File: src/rtl/i2c_slave_block.sv
`default_nettype none
// ============================================================================
//  Module   : i2c_slave_block
//  Purpose  : 7-bit address I2C slave transfer engine. Synchronises the bus,
//             detects START/STOP, ACKs a matching address, receives write
//             bytes and serialises read bytes supplied by the host logic.
//  Revision : 1.0 - initial release
// ----------------------------------------------------------------------------
//  Ports
//    i2c_core_clock_i  core clock, rising edge
//    reset_bit_i       asynchronous reset, active-high
//    scl_i / sda_i     asynchronous bus inputs
//    own_addr_i        7-bit slave address (change only while busy_o=0)
//    data_i            next read byte, sampled one cycle after tx_req_o
//    ack_en_i          1 = ACK received write bytes, 0 = NACK them
//    sda_o             open-drain SDA control (0 = pull low, 1 = release)
//    data_o            last received write byte
//    data_valid_o      one-cycle pulse, data_o updated in the same cycle
//    rw_o              R/W bit of the last matched address (1 = read)
//    tx_req_o          one-cycle request for the next read byte
//    nack_o            one-cycle pulse when the master NACKs a read byte
//    busy_o            addressed from matching START until STOP/mismatch
// ============================================================================
module i2c_slave_block #(
  parameter int SYNC_STAGES = 2
) (
  input  logic       i2c_core_clock_i,
  input  logic       reset_bit_i,
  input  logic       scl_i,
  input  logic       sda_i,
  input  logic [6:0] own_addr_i,
  input  logic [7:0] data_i,
  input  logic       ack_en_i,
  output logic       sda_o,
  output logic [7:0] data_o,
  output logic       data_valid_o,
  output logic       rw_o,
  output logic       tx_req_o,
  output logic       nack_o,
  output logic       busy_o
);

  typedef enum logic [2:0] {
    ST_IDLE      = 3'd0,
    ST_ADDR      = 3'd1,
    ST_ADDR_ACK  = 3'd2,
    ST_WR_DATA   = 3'd3,
    ST_WR_ACK    = 3'd4,
    ST_RD_DATA   = 3'd5,
    ST_RD_ACK    = 3'd6,
    ST_WAIT_STOP = 3'd7
  } state_t;

  // Synchroniser chains; the last stage is the usable bus value.
  logic [SYNC_STAGES-1:0] scl_sync_q;
  logic [SYNC_STAGES-1:0] sda_sync_q;
  logic                   scl_prev_q;
  logic                   sda_prev_q;

  logic scl_s;
  logic sda_s;
  logic scl_rise;
  logic scl_fall;
  logic start_det;
  logic stop_det;

  state_t     state_q;
  logic [2:0] cnt_q;
  logic       full_q;      // eight bits of the current byte have been clocked
  logic [7:0] shift_q;
  logic       tx_load_q;   // delayed tx_req: load data_i this cycle
  logic       sda_q;
  logic [7:0] data_q;
  logic       data_valid_q;
  logic       rw_q;
  logic       tx_req_q;
  logic       nack_q;
  logic       busy_q;

  always_ff @(posedge i2c_core_clock_i or posedge reset_bit_i) begin
    if (reset_bit_i) begin
      scl_sync_q <= '1;
      sda_sync_q <= '1;
      scl_prev_q <= 1'b1;
      sda_prev_q <= 1'b1;
    end else begin
      scl_sync_q <= {scl_sync_q[SYNC_STAGES-2:0], scl_i};
      sda_sync_q <= {sda_sync_q[SYNC_STAGES-2:0], sda_i};
      scl_prev_q <= scl_sync_q[SYNC_STAGES-1];
      sda_prev_q <= sda_sync_q[SYNC_STAGES-1];
    end
  end

  assign scl_s     = scl_sync_q[SYNC_STAGES-1];
  assign sda_s     = sda_sync_q[SYNC_STAGES-1];
  assign scl_rise  = scl_s & ~scl_prev_q;
  assign scl_fall  = ~scl_s & scl_prev_q;
  // START/STOP only count when SCL is high and steady across the SDA edge.
  assign start_det = scl_s & scl_prev_q & sda_prev_q & ~sda_s;
  assign stop_det  = scl_s & scl_prev_q & ~sda_prev_q & sda_s;

  always_ff @(posedge i2c_core_clock_i or posedge reset_bit_i) begin
    if (reset_bit_i) begin
      state_q      <= ST_IDLE;
      cnt_q        <= 3'd0;
      full_q       <= 1'b0;
      shift_q      <= 8'h00;
      tx_load_q    <= 1'b0;
      sda_q        <= 1'b1;
      data_q       <= 8'h00;
      data_valid_q <= 1'b0;
      rw_q         <= 1'b0;
      tx_req_q     <= 1'b0;
      nack_q       <= 1'b0;
      busy_q       <= 1'b0;
    end else begin
      data_valid_q <= 1'b0;
      tx_req_q     <= 1'b0;
      nack_q       <= 1'b0;
      tx_load_q    <= tx_req_q;
      // The host presents the read byte in the cycle after tx_req_o.
      if (tx_load_q) shift_q <= data_i;

      if (start_det) begin
        state_q <= ST_ADDR;
        cnt_q   <= 3'd0;
        full_q  <= 1'b0;
        sda_q   <= 1'b1;
      end else if (stop_det) begin
        state_q <= ST_IDLE;
        sda_q   <= 1'b1;
        busy_q  <= 1'b0;
      end else begin
        if (scl_rise && (state_q == ST_ADDR || state_q == ST_WR_DATA ||
                         state_q == ST_RD_DATA)) begin
          cnt_q <= cnt_q + 3'd1;
          if (cnt_q == 3'd7) full_q <= 1'b1;
        end

        case (state_q)
          ST_ADDR: begin
            if (scl_rise) begin
              shift_q <= {shift_q[6:0], sda_s};
            end else if (scl_fall && full_q) begin
              full_q <= 1'b0;
              cnt_q  <= 3'd0;
              if (shift_q[7:1] == own_addr_i) begin
                rw_q     <= shift_q[0];
                busy_q   <= 1'b1;
                sda_q    <= 1'b0;
                tx_req_q <= shift_q[0];
                state_q  <= ST_ADDR_ACK;
              end else begin
                busy_q  <= 1'b0;
                state_q <= ST_WAIT_STOP;
              end
            end
          end

          ST_ADDR_ACK: begin
            if (scl_fall) begin
              cnt_q  <= 3'd0;
              full_q <= 1'b0;
              if (rw_q) begin
                sda_q   <= shift_q[7];
                shift_q <= {shift_q[6:0], 1'b1};
                state_q <= ST_RD_DATA;
              end else begin
                sda_q   <= 1'b1;
                state_q <= ST_WR_DATA;
              end
            end
          end

          ST_WR_DATA: begin
            if (scl_rise) begin
              shift_q <= {shift_q[6:0], sda_s};
            end else if (scl_fall && full_q) begin
              full_q       <= 1'b0;
              cnt_q        <= 3'd0;
              data_q       <= shift_q;
              data_valid_q <= 1'b1;
              sda_q        <= ~ack_en_i;
              state_q      <= ST_WR_ACK;
            end
          end

          ST_WR_ACK: begin
            if (scl_fall) begin
              sda_q   <= 1'b1;
              cnt_q   <= 3'd0;
              full_q  <= 1'b0;
              state_q <= ST_WR_DATA;
            end
          end

          ST_RD_DATA: begin
            if (scl_fall) begin
              if (full_q) begin
                full_q  <= 1'b0;
                cnt_q   <= 3'd0;
                sda_q   <= 1'b1;
                state_q <= ST_RD_ACK;
              end else begin
                sda_q   <= shift_q[7];
                shift_q <= {shift_q[6:0], 1'b1};
              end
            end
          end

          ST_RD_ACK: begin
            if (scl_rise) begin
              if (!sda_s) begin
                tx_req_q <= 1'b1;
              end else begin
                nack_q  <= 1'b1;
                sda_q   <= 1'b1;
                state_q <= ST_WAIT_STOP;
              end
            end else if (scl_fall) begin
              // Only reachable after an ACK; the NACK path has already left.
              cnt_q   <= 3'd0;
              full_q  <= 1'b0;
              sda_q   <= shift_q[7];
              shift_q <= {shift_q[6:0], 1'b1};
              state_q <= ST_RD_DATA;
            end
          end

          ST_IDLE, ST_WAIT_STOP: begin
            sda_q <= 1'b1;
          end

          default: begin
            sda_q   <= 1'b1;
            state_q <= ST_IDLE;
          end
        endcase
      end
    end
  end

  assign sda_o        = sda_q;
  assign data_o       = data_q;
  assign data_valid_o = data_valid_q;
  assign rw_o         = rw_q;
  assign tx_req_o     = tx_req_q;
  assign nack_o       = nack_q;
  assign busy_o       = busy_q;

endmodule
`default_nettype wire

File: config.mk
export PLATFORM = sky130hd
export DESIGN_NAME = i2c_slave_block
export DESIGN_NICKNAME = d
export VERILOG_FILES = /design/src/rtl/i2c_slave_block.sv
export SDC_FILE = /design/constraint.sdc
export NUM_CORES = 1
export LEC_CHECK = 0
export BUFFER_PORTS_ARGS = -buffer_cell sky130_fd_sc_hd__clkbuf_2
export CORE_AREA = 2 2 58 71
export CTS_CLUSTER_SIZE = 14
export DETAILED_ROUTE_END_ITERATION = 10
export DIE_AREA = 0 0 60 73
export GPL_TIMING_DRIVEN = 0
export MAX_ROUTING_LAYER = met4
export PLACE_DENSITY = 0.8
export SYNTH_ARGS = -nofsm -noshare
export SYNTH_HDL_FRONTEND = slang
export SYNTH_SLANG_ARGS = --single-unit
export TNS_END_PERCENT = 5
File: constraint.sdc
create_clock -name i2c_core_clock_i -period 2.7 [get_ports i2c_core_clock_i]
set_input_delay 0.54 -clock i2c_core_clock_i [delete_from_list [all_inputs] [get_ports i2c_core_clock_i]]
set_output_delay 0.54 -clock i2c_core_clock_i [all_outputs]
set_load 0.005 [all_outputs]
-- After elaboration in Yosys (flattened, before gate mapping)
Cells that the tools add are included.
- add/subtract/negate cells: 1
- eq/ne operators: 22
- muxes and demuxes: 87
- bitwise operators: 15
- reduce and logical (&&, ||, !) cells: 16
- operator list (kind ; count):
    $mux W8 ; 10
    $mux W3 ; 24
    $mux W1 ; 47
    $pmux W8 S4 ; 1
    $ne A4 B4 Y1 const B ; 6
    $pmux W3 S6 ; 1
    $eq A3 B3 Y1 const B ; 5
    $ne A4 B3 Y1 const B ; 3
    $pmux W3 S4 ; 1
    $reduce_and A11 Y1 ; 1
    $ne A5 B5 Y1 const B ; 2
    $reduce_and A10 Y1 ; 1
    $not A1 Y1 ; 8
    $reduce_bool A8 Y1 ; 1
    $and A1 B1 Y1 ; 7
    $eq A7 B7 Y1 ; 1
    $pmux W1 S7 ; 1
    $eq A3 B2 Y1 const B ; 2
    $reduce_and A6 Y1 ; 1
    $reduce_or A2 Y1 ; 3
    $reduce_and A5 Y1 ; 1
    $pmux W1 S4 ; 1
    $reduce_and A4 Y1 ; 1
    $reduce_bool A2 Y1 ; 2
    other kinds (8) ; 10
- register bits after elaboration: 36
- bits of input ports: 20
- output and inout port bits: 14

-- Logic depth before layout (Yosys ltp)
Gate-level depths: netlist of the first run.
- depth in word-level cells: 10
- gate-level depth with buffers: 8
- mapped depth without buffers: 7

-- Worst setup path before layout of the first run
OpenSTA, ideal clock, no wires.
- path kind: reg-to-reg
- start: register scl_prev_q
- end: register data_q[0] (netlist: data_o[0])
- library setup time: 0.125 ns
- arrival time: 1.900 ns
- data required time: 2.575 ns
- slack: 0.675 ns
- cell stages (with the launch flop): 8
- buffers on the path: 1
- cell sequence: dfstp_2 inv_1 ha_1 clkbuf_1 nor2b_1 nand2_1 nor4_4 mux2_2
- cells in the longest elaborated chain, start to end: 5
- elaborated cells on any way between the ends: 13
- those cells by class: bitwise: 11; reduce/logical: 2
- RTL lines (what ; line ; text):
    start: declaration ; 57 ; logic scl_prev_q;
    start signal: assignment ; 89 ; scl_prev_q <= scl_sync_q[SYNC_STAGES-1];
    $and A1 B1 Y1 ; 99, 100 ;
    $and A1 B1 Y1, on equally long branches (2 in a row) ; 100, 99 ;
    $not A1 Y1 (no line) ; - ;
    $reduce_and A5 Y1 (no line) * ; - ;
    end signal: assignment ; 181 ; data_q <= shift_q;
    end: declaration ; 73 ; logic [7:0] data_q;
Every way passes the cells marked *; elsewhere a longest branch is shown, timed or not.
A chain may end at the register's enable or synchronous reset.

-- Worst setup path after layout of the first run
- start: register scl_prev_q
- end: register data_q[5] (netlist: data_o[5])
Same word-level chain as after synthesis.

==> out/summary.log, run 1 <==
[timing] final worst clock skew 6.58 ps
[placement] Detailed Place HPWL 2.99 mm
[placement] Inst Count DP 265
[timing] min Tclk post-route 2500 ps
[floorplan] placeable core region 3780 um^2
[clock_tree] post-CTS setup repair buffer count 0
[floorplan] I/O pin count 34
[clock_tree] latest clock arrival within the worst-skew pair 290 ps
[grt] first-pass GRT wire length 6.60 mm
[yosys] async set-or-reset flop fraction in the synthesized netlist 100%
[route] DRC violations left 0
[cells_and_area] net total in the final layout 243
[clock_tree] H-tree depth 2
[yosys] post-synthesis instance total 178
[grt] Total Routing Usage GR 21.0%
[clock_tree] root buffer selected by CTS clkbuf_8
[yosys] dominant cell type by area after synthesis dfrtp_1
[floorplan] initial core utilization 51.6%
[floorplan] Horiz. Die Dim 60 um
[clock_tree] number of buffers inserted during clock tree synthesis 5
[placement] count of input and output buffers 33
[route] vias per std cell 5.57
[timing] unrepaired setup endpoints after global routing false
[critical_path] CP max stage cell nor4_4
[pwr] power per unit of standard cell area 895 nW/um^2
[timing] maximum frequency from static timing analysis 400 MHz
[yosys] synth warn 0
[critical_path] number of buffer and inverter instances along the worst setup path 2
[timing] share of the clock period used by the worst path 92.6%
[yosys] total standard cell area after synthesis 1950 um^2
[pwr] leakage power of the design 1.06 nW
[yosys] syn avg cell area 11.0 um^2
[clock_tree] clk slew on worst S/H paths 70 ps
[timing] Total Neg Setup Slack 0 ps
[cells_and_area] post-layout instance count excluding filler cells 273
[route] per-cell routed wire length 14.7 um
[job] count of maximum capacitance violations 0
[timing] Setup Viol. Count Final 0
[floorplan] Die Span Y 73 um
[timing] Least-Margin Pin Slew 740 ps
[yosys] flops & latches, synth 36
[critical_path] Critical Path Start Type flop
[pwr] Total Power 2.05 mW
[route] post-route ant nets 0
[route] number of iterations in the first detailed-routing pass 4
[yosys] number of unique standard cell types used by synthesis 51
[clock_tree] quantity of gates resized following cts 0
[critical_path] Crit Path Max Fanout 10
[critical_path] cells traversed along the worst timing path inv_1 -> ha_1 -> clkbuf_1 -> nor2b_1 -> nand2_1 -> nor4_4 -> mux2_2
[outcome] status finished clean
[critical_path] WP data required 2880 ps
[timing] final count of pins violating max slew 0
[grt] vias in the first global route 1443
[yosys] area fraction of the dominant cell type after synthesis 37.2%
[critical_path] Arr. time, crit path 2680 ps
[placement] post-placement cell area 2180 um^2
[yosys] most frequently used flop master after synthesis dfrtp_1
[clock_tree] TritonCTS clock tree done
[cells_and_area] area delta synth->final 17.6%
[cells_and_area] design area 2300 um^2
[yosys] portion of the post-synthesis area used by sequential elements 46.6%
[critical_path] critical path class reg2reg
[clock_tree] Bufs on Longest Clock Path 2
[route] count of routing violations after the opening detailed-route iteration 78
[route] vias after detailed routing 1521
[pwr] Max VDD drop 0.000646 V
[grt] final global-route overflow total 0
[yosys] nets in the synthesized netlist 203
[critical_path] endpoint kind of the worst setup timing path flop
[yosys] number of enable flip-flop cells after synthesis 0
[clock_tree] number of clock sinks 36
[timing] hold violation total from the final report 0
[grt] pin count of the biggest net entering global routing 37
[yosys] top cells by area in the synthesized netlist dfrtp_1 (37%), mux2_2 (14%), dfstp_2 (9.4%), xnor2_1 (3.6%), ha_1 (3.2%)
[cells_and_area] # diodes 0
[grt] initial antenna violation count 0
[timing] final hold slack 332 ps
[timing] Max-Slew Margin vs Limit 50.3%
[clock_tree] # hold bufs at CTS 0
[floorplan] number of cell rows 25
[floorplan] area of the die 4380 um^2
[route] final routed wirelength across all metal layers 4.02 mm
[critical_path] delay of the slowest critical-path stage 600 ps
[placement] routability cong. 0.893
[cells_and_area] layout cell share with drive strength beyond 1 37.9%
[hold_path] class of the worst hold path in2reg
[critical_path] cell type group with the largest total delay on the critical path simple AND/OR/NAND/NOR gates
==> power breakdown <==
group | total [mW] | switching [mW] | internal (mW)
Sequential | 0.770 | 0.104 | 0.666
Combinational | 0.824 | 0.439 | 0.386
Clock | 0.461 | 0.188 | 0.273
==> worst reg2reg max path: stages, from the launching register on <==
cell and delay [ps]:
dfstp_2 550, inv_1 50, ha_1 170, clkbuf_1 220, nor2b_1 210, nand2_1 170
nor4_4 600, mux2_2 420
==> synth_stat cells, types with 3 or more instances <==
master,number
nand2b_1,3
mux2_2,25
dfrtp_1,29
o21ai_0,7
nand3_1,6
ha_1,5
dfstp_2,7
nand2_1,11
a211oi_1,3
nor3_1,3
clkbuf_1,4
nor2b_1,3
nor2_1,12
xnor2_1,8
inv_1,8
==> layout by cell type, fill, tap and decap left out, drive strengths merged, types with 3 or more instances in the layout <==
cell type and instances:
o21ai 8, nor2b 3, a211oi 3, nand2 11, clkbuf 42, buf 5
mux2 25, nand2b 3, xnor2 8, nor3 3, dfstp 7, inv 8
ha 5, nand3 6, nor2 12, dfrtp 29
==> cell families (layout without fill, tap and decap cells) <==
family          Yosys count  count (layout)  share of synthesized area [%]
mux                      27              27                           15.4
xor+xnor                  9               9                           4.04
compound gates           35              35                           13.2
flops                    36              36                           46.6
buf+inv                  17              58                           3.97
fa+ha+maj                 5               5                           3.21
simple gates             49              49                           13.5
==> area by class of cell <==
class	instances	area (um^2)
clock inverters	3	42.5
flip-flops and latches	36	910
clock buffers	5	68.8
repair buffers	33	165
plain buffers	9	47.5
well taps	54	67.6
fillers	324	1490
multi-input cells	125	965
inverters	8	30.0
==> final timing paths <==
path	cells past startpoint	slack [ps]	from	end
setup / recovery	7	200	scl_prev_q$_DFF_PP1_	data_o[5]$_DFFE_PP0P_
hold / removal	1	330	sda_i	sda_sync_q[0]$_DFF_PP1_
setup reg to reg	7	200	scl_prev_q$_DFF_PP1_	data_o[5]$_DFFE_PP0P_
hold reg to reg	0	360	sda_sync_q[0]$_DFF_PP1_	sda_sync_q[1]$_DFF_PP1_
max in group asynchronous	2	1880	reset_bit_i	state_q[2]$_DFFE_PP0P_
min in group asynchronous	2	350	reset_bit_i	full_q$_DFFE_PP0P_
==> flip-flops by register name (all words and copies together), names as in the netlist <==
name	count
cnt_q	3
sda_prev_q	1
data_o	8
full_q	1
data_valid_o	1
rw_o	1
tx_req_o	1
nack_o	1
busy_o	1
tx_load_q	1
sda_sync_q	2
scl_sync_q	2
scl_prev_q	1
shift_q	8
sda_o	1
state_q	3
==> layer usage <==
metal  track usage, %  vias to the layer above  wire, um
li1                 -                      717         -
met1             26.7                      743      1650
met2             31.6                       50      2050
met3             5.85                       11       215
met4             7.90                        0        97
met5                -                        -         0
==> through the flow <==
step | worst slack (ps) | util (%)
after floorplan | 675 | -
after detailed placement | 246 | 57.7
after CTS | 213 | 60.7
after global placement | 282 | 57.7
after global routing | 84.4 | 60.7
final | 199 | 60.7
(Power assumes the default switching activity.)
==> run 2, diff against run 1 <==
Settings changed: REMOVE_ABC_BUFFERS from default to 1.
==> run 2 against run 1 <==
- non-clock buffer count decreased by 9
- die area stayed put
- core utilization shrank 1.3 points
- via count fell by 4.9%
- global-route usage shrank 1.8 points
- design area decreased by 2.1%
- clock-buffer cell count is the same
- sequential power up 10%
- combinational power fell by 16%
- sequential share of layout area rose by 0.84 points
- clock power rose by 1%
- critical path depth decreased by 1
==> out/summary.log, run 2 (synthesis gave the netlist of run 1 again) <==
[outcome] status finished clean
[route] post-route ant nets 0 [unchanged]
[cells_and_area] net total in the final layout 234 [-3.7%]
[job] count of maximum capacitance violations 0 [unchanged]
[grt] final global-route overflow total 0 [unchanged]
[route] final routed wirelength across all metal layers 3.65 mm [-9.2%]
[placement] DP Worst Slack 393 ps [+147 ps]
[clock_tree] H-tree depth 2 [unchanged]
[clock_tree] TritonCTS clock tree done
[timing] Least-Margin Pin Slew 709 ps [-30.6 ps]
[pwr] power per unit of standard cell area 892 nW/um^2 [-0.33%]
[route] vias per std cell 5.48 [-1.7%]
[grt] pin count of the biggest net entering global routing 37 [unchanged]
[floorplan] number of cell rows 25 [unchanged]
[route] count of routing violations after the opening detailed-route iteration 45 [-42%]
[timing] unrepaired setup endpoints after global routing false
[floorplan] Horiz. Die Dim 60 um [unchanged]
[timing] final hold slack 323 ps [-8.78 ps]
[timing] Max-Slew Margin vs Limit 52.7% [+2.3 points]
[pwr] leakage power of the design 1.04 nW [-2.4%]
[cells_and_area] number of fill cells in the layout 333 [+2.8%]
[grt] Total Routing Usage GR 19.2% [-1.8 points]
[clock_tree] quantity of gates resized following cts 0 [unchanged]
[cells_and_area] design area 2250 um^2 [-2.1%]
[timing] min Tclk post-route 2290 ps [-208 ps]
[clock_tree] latest clock arrival within the worst-skew pair 290 ps [about the same]
[grt] vias in the first global route 1340 [-7.1%]
[critical_path] critical path class reg2reg
[floorplan] initial core utilization 51.6% [unchanged]
[grt] first-pass GRT wire length 5.98 mm [-9.4%]
[placement] Inst Count DP 256 [-3.4%]
[clock_tree] post-CTS setup repair buffer count 0 [unchanged]
[route] per-cell routed wire length 13.8 um [-6.1%]
[floorplan] Die Span Y 73 um [unchanged]
[timing] Setup Viol. Count Final 0 [unchanged]
[critical_path] Critical Path Start Type flop
[placement] post-placement cell area 2140 um^2 [-2.2%]
[cells_and_area] commonest non-fill, non-tap cell in the layout clkbuf_2
[critical_path] endpoint kind of the worst setup timing path flop
[pwr] switching share of power 35.1% [-0.45 points]
[hold_path] Worst Hold Depth 1 [unchanged]
[clock_tree] Bufs on Longest Clock Path 2 [unchanged]
[hold_path] class of the worst hold path in2reg
[critical_path] WP data required 2880 ps [about the same]
[cells_and_area] utilization of the core after routing 59.4% [-1.3 points]
[cells_and_area] # diodes 0 [unchanged]
[timing] share of the clock period used by the worst path 85.0% [-7.7 points]
[placement] routability cong. 0.921 [+3.2%]
[clock_tree] root buffer selected by CTS clkbuf_8
[clock_tree] number of buffers inserted during clock tree synthesis 5 [unchanged]
[clock_tree] # hold bufs at CTS 0 [unchanged]
[timing] final count of pins violating max slew 0 [unchanged]
[floorplan] area of the die 4380 um^2 [unchanged]
[cells_and_area] area delta synth->final 15.2%
[pwr] part of the total power dissipated in combinational logic 34.6% [-5.5 points]
[critical_path] worst r2r path cells 6 [-1]
[timing] Total Neg Setup Slack 0 ps [unchanged]
[critical_path] Crit Path Max Fanout 10 [unchanged]
[route] DRC violations left 0 [unchanged]
[cells_and_area] layout cell share with drive strength beyond 1 37.6% [-0.28 points]
[route] number of iterations in the first detailed-routing pass 4 [unchanged]
[critical_path] Arr. time, crit path 2470 ps [-210 ps]
[cells_and_area] post-layout instance count excluding filler cells 264 [-3.3%]
[placement] count of input and output buffers 33 [unchanged]
[pwr] Max VDD drop 0.000368 V [-43%]
[clock_tree] number of clock sinks 36 [unchanged]
[timing] final worst clock skew 5.82 ps [-0.758 ps]
[cells_and_area] most used cells in the layout excluding fill and tap cells clkbuf_2 (33), dfrtp_1 (29), mux2_2 (25), nor2_1 (12), nand2_1 (11)
[pwr] share of total power in sequential cells 42.2% [+4.7 points]
[floorplan] placeable core region 3780 um^2 [unchanged]
[timing] hold violation total from the final report 0 [unchanged]
[pwr] Clock power frac 23.2% [+0.8 points]
[pwr] Int Power 1.30 mW [-1.7%]
[grt] initial antenna violation count 0 [unchanged]
[pwr] total net switching power 0.704 mW [-3.6%]
[floorplan] I/O pin count 34 [unchanged]
[placement] Detailed Place HPWL 2.73 mm [-8.8%]
[route] vias after detailed routing 1446 [-4.9%]
[pwr] Total Power 2.01 mW [-2.4%]
[timing] minimum setup slack in the final design 406 ps [+208 ps]
[clock_tree] clk slew on worst S/H paths 70 ps [about the same]
[timing] maximum frequency from static timing analysis 436 MHz [+9.0%]
-- run 2: cell count changes in the layout (fill, tap and decap cells not counted), sizes merged --
cell    before  now
buf          5    0
clkbuf      42   38
-- run 2: area by class of cell --
type	count	area, um^2	share of cell area [%]
Inverter	8	30.0	1.34
Tap cell	54	67.6	3.01
Timing Repair Buffer	33	165	7.35
Clock inverter	3	42.5	1.89
Multi-Input combinational cell	125	965	42.9
Clock buffer	5	68.8	3.06
Sequential cell	36	910	40.5
-- run 2: worst paths after layout --
check | startpoint | endpoint | slack, ps
min in group asynchronous | reset_bit_i | shift_q[1]$_DFF_PP0_ | 340
hold reg to reg | scl_sync_q[0]$_DFF_PP1_ | scl_sync_q[1]$_DFF_PP1_ | 360
setup / recovery | scl_prev_q$_DFF_PP1_ | data_o[0]$_DFFE_PP0P_ | 410
hold / removal | sda_i | sda_sync_q[0]$_DFF_PP1_ | 320
max in group asynchronous | reset_bit_i | state_q[1]$_DFFE_PP0P_ | 1900
setup reg to reg | scl_prev_q$_DFF_PP1_ | data_o[0]$_DFFE_PP0P_ | 410
-- run 2: metal layers --
layer  global-route usage (%)  part of all wire [%]
met2                     29.8                    49
met5                        -                     0
met1                     21.4                    42
met4                     11.6                   4.1
met3                     5.50                   5.3
-- run 2: worst max-delay path, stage by stage, from the launching register on --
cell,delay [ps]
dfstp_2,540
inv_1,40
ha_1,290
nor2b_1,180
nand2_1,190
nor4_4,520
mux2_2,410
-- run 2: power by group through the flow --
stage | clock, mW | combinational, mW | sequential [mW]
2_1_floorplan | 0 | 0.570 | 0.806
3_3_place_gp | 0 | 0.676 | 0.856
3_5_place_dp | 0 | 0.692 | 0.859
4_1_cts | 0.483 | 0.698 | 0.848
5_1_grt | 0.502 | 0.776 | 0.877
6_report | 0.466 | 0.693 | 0.847
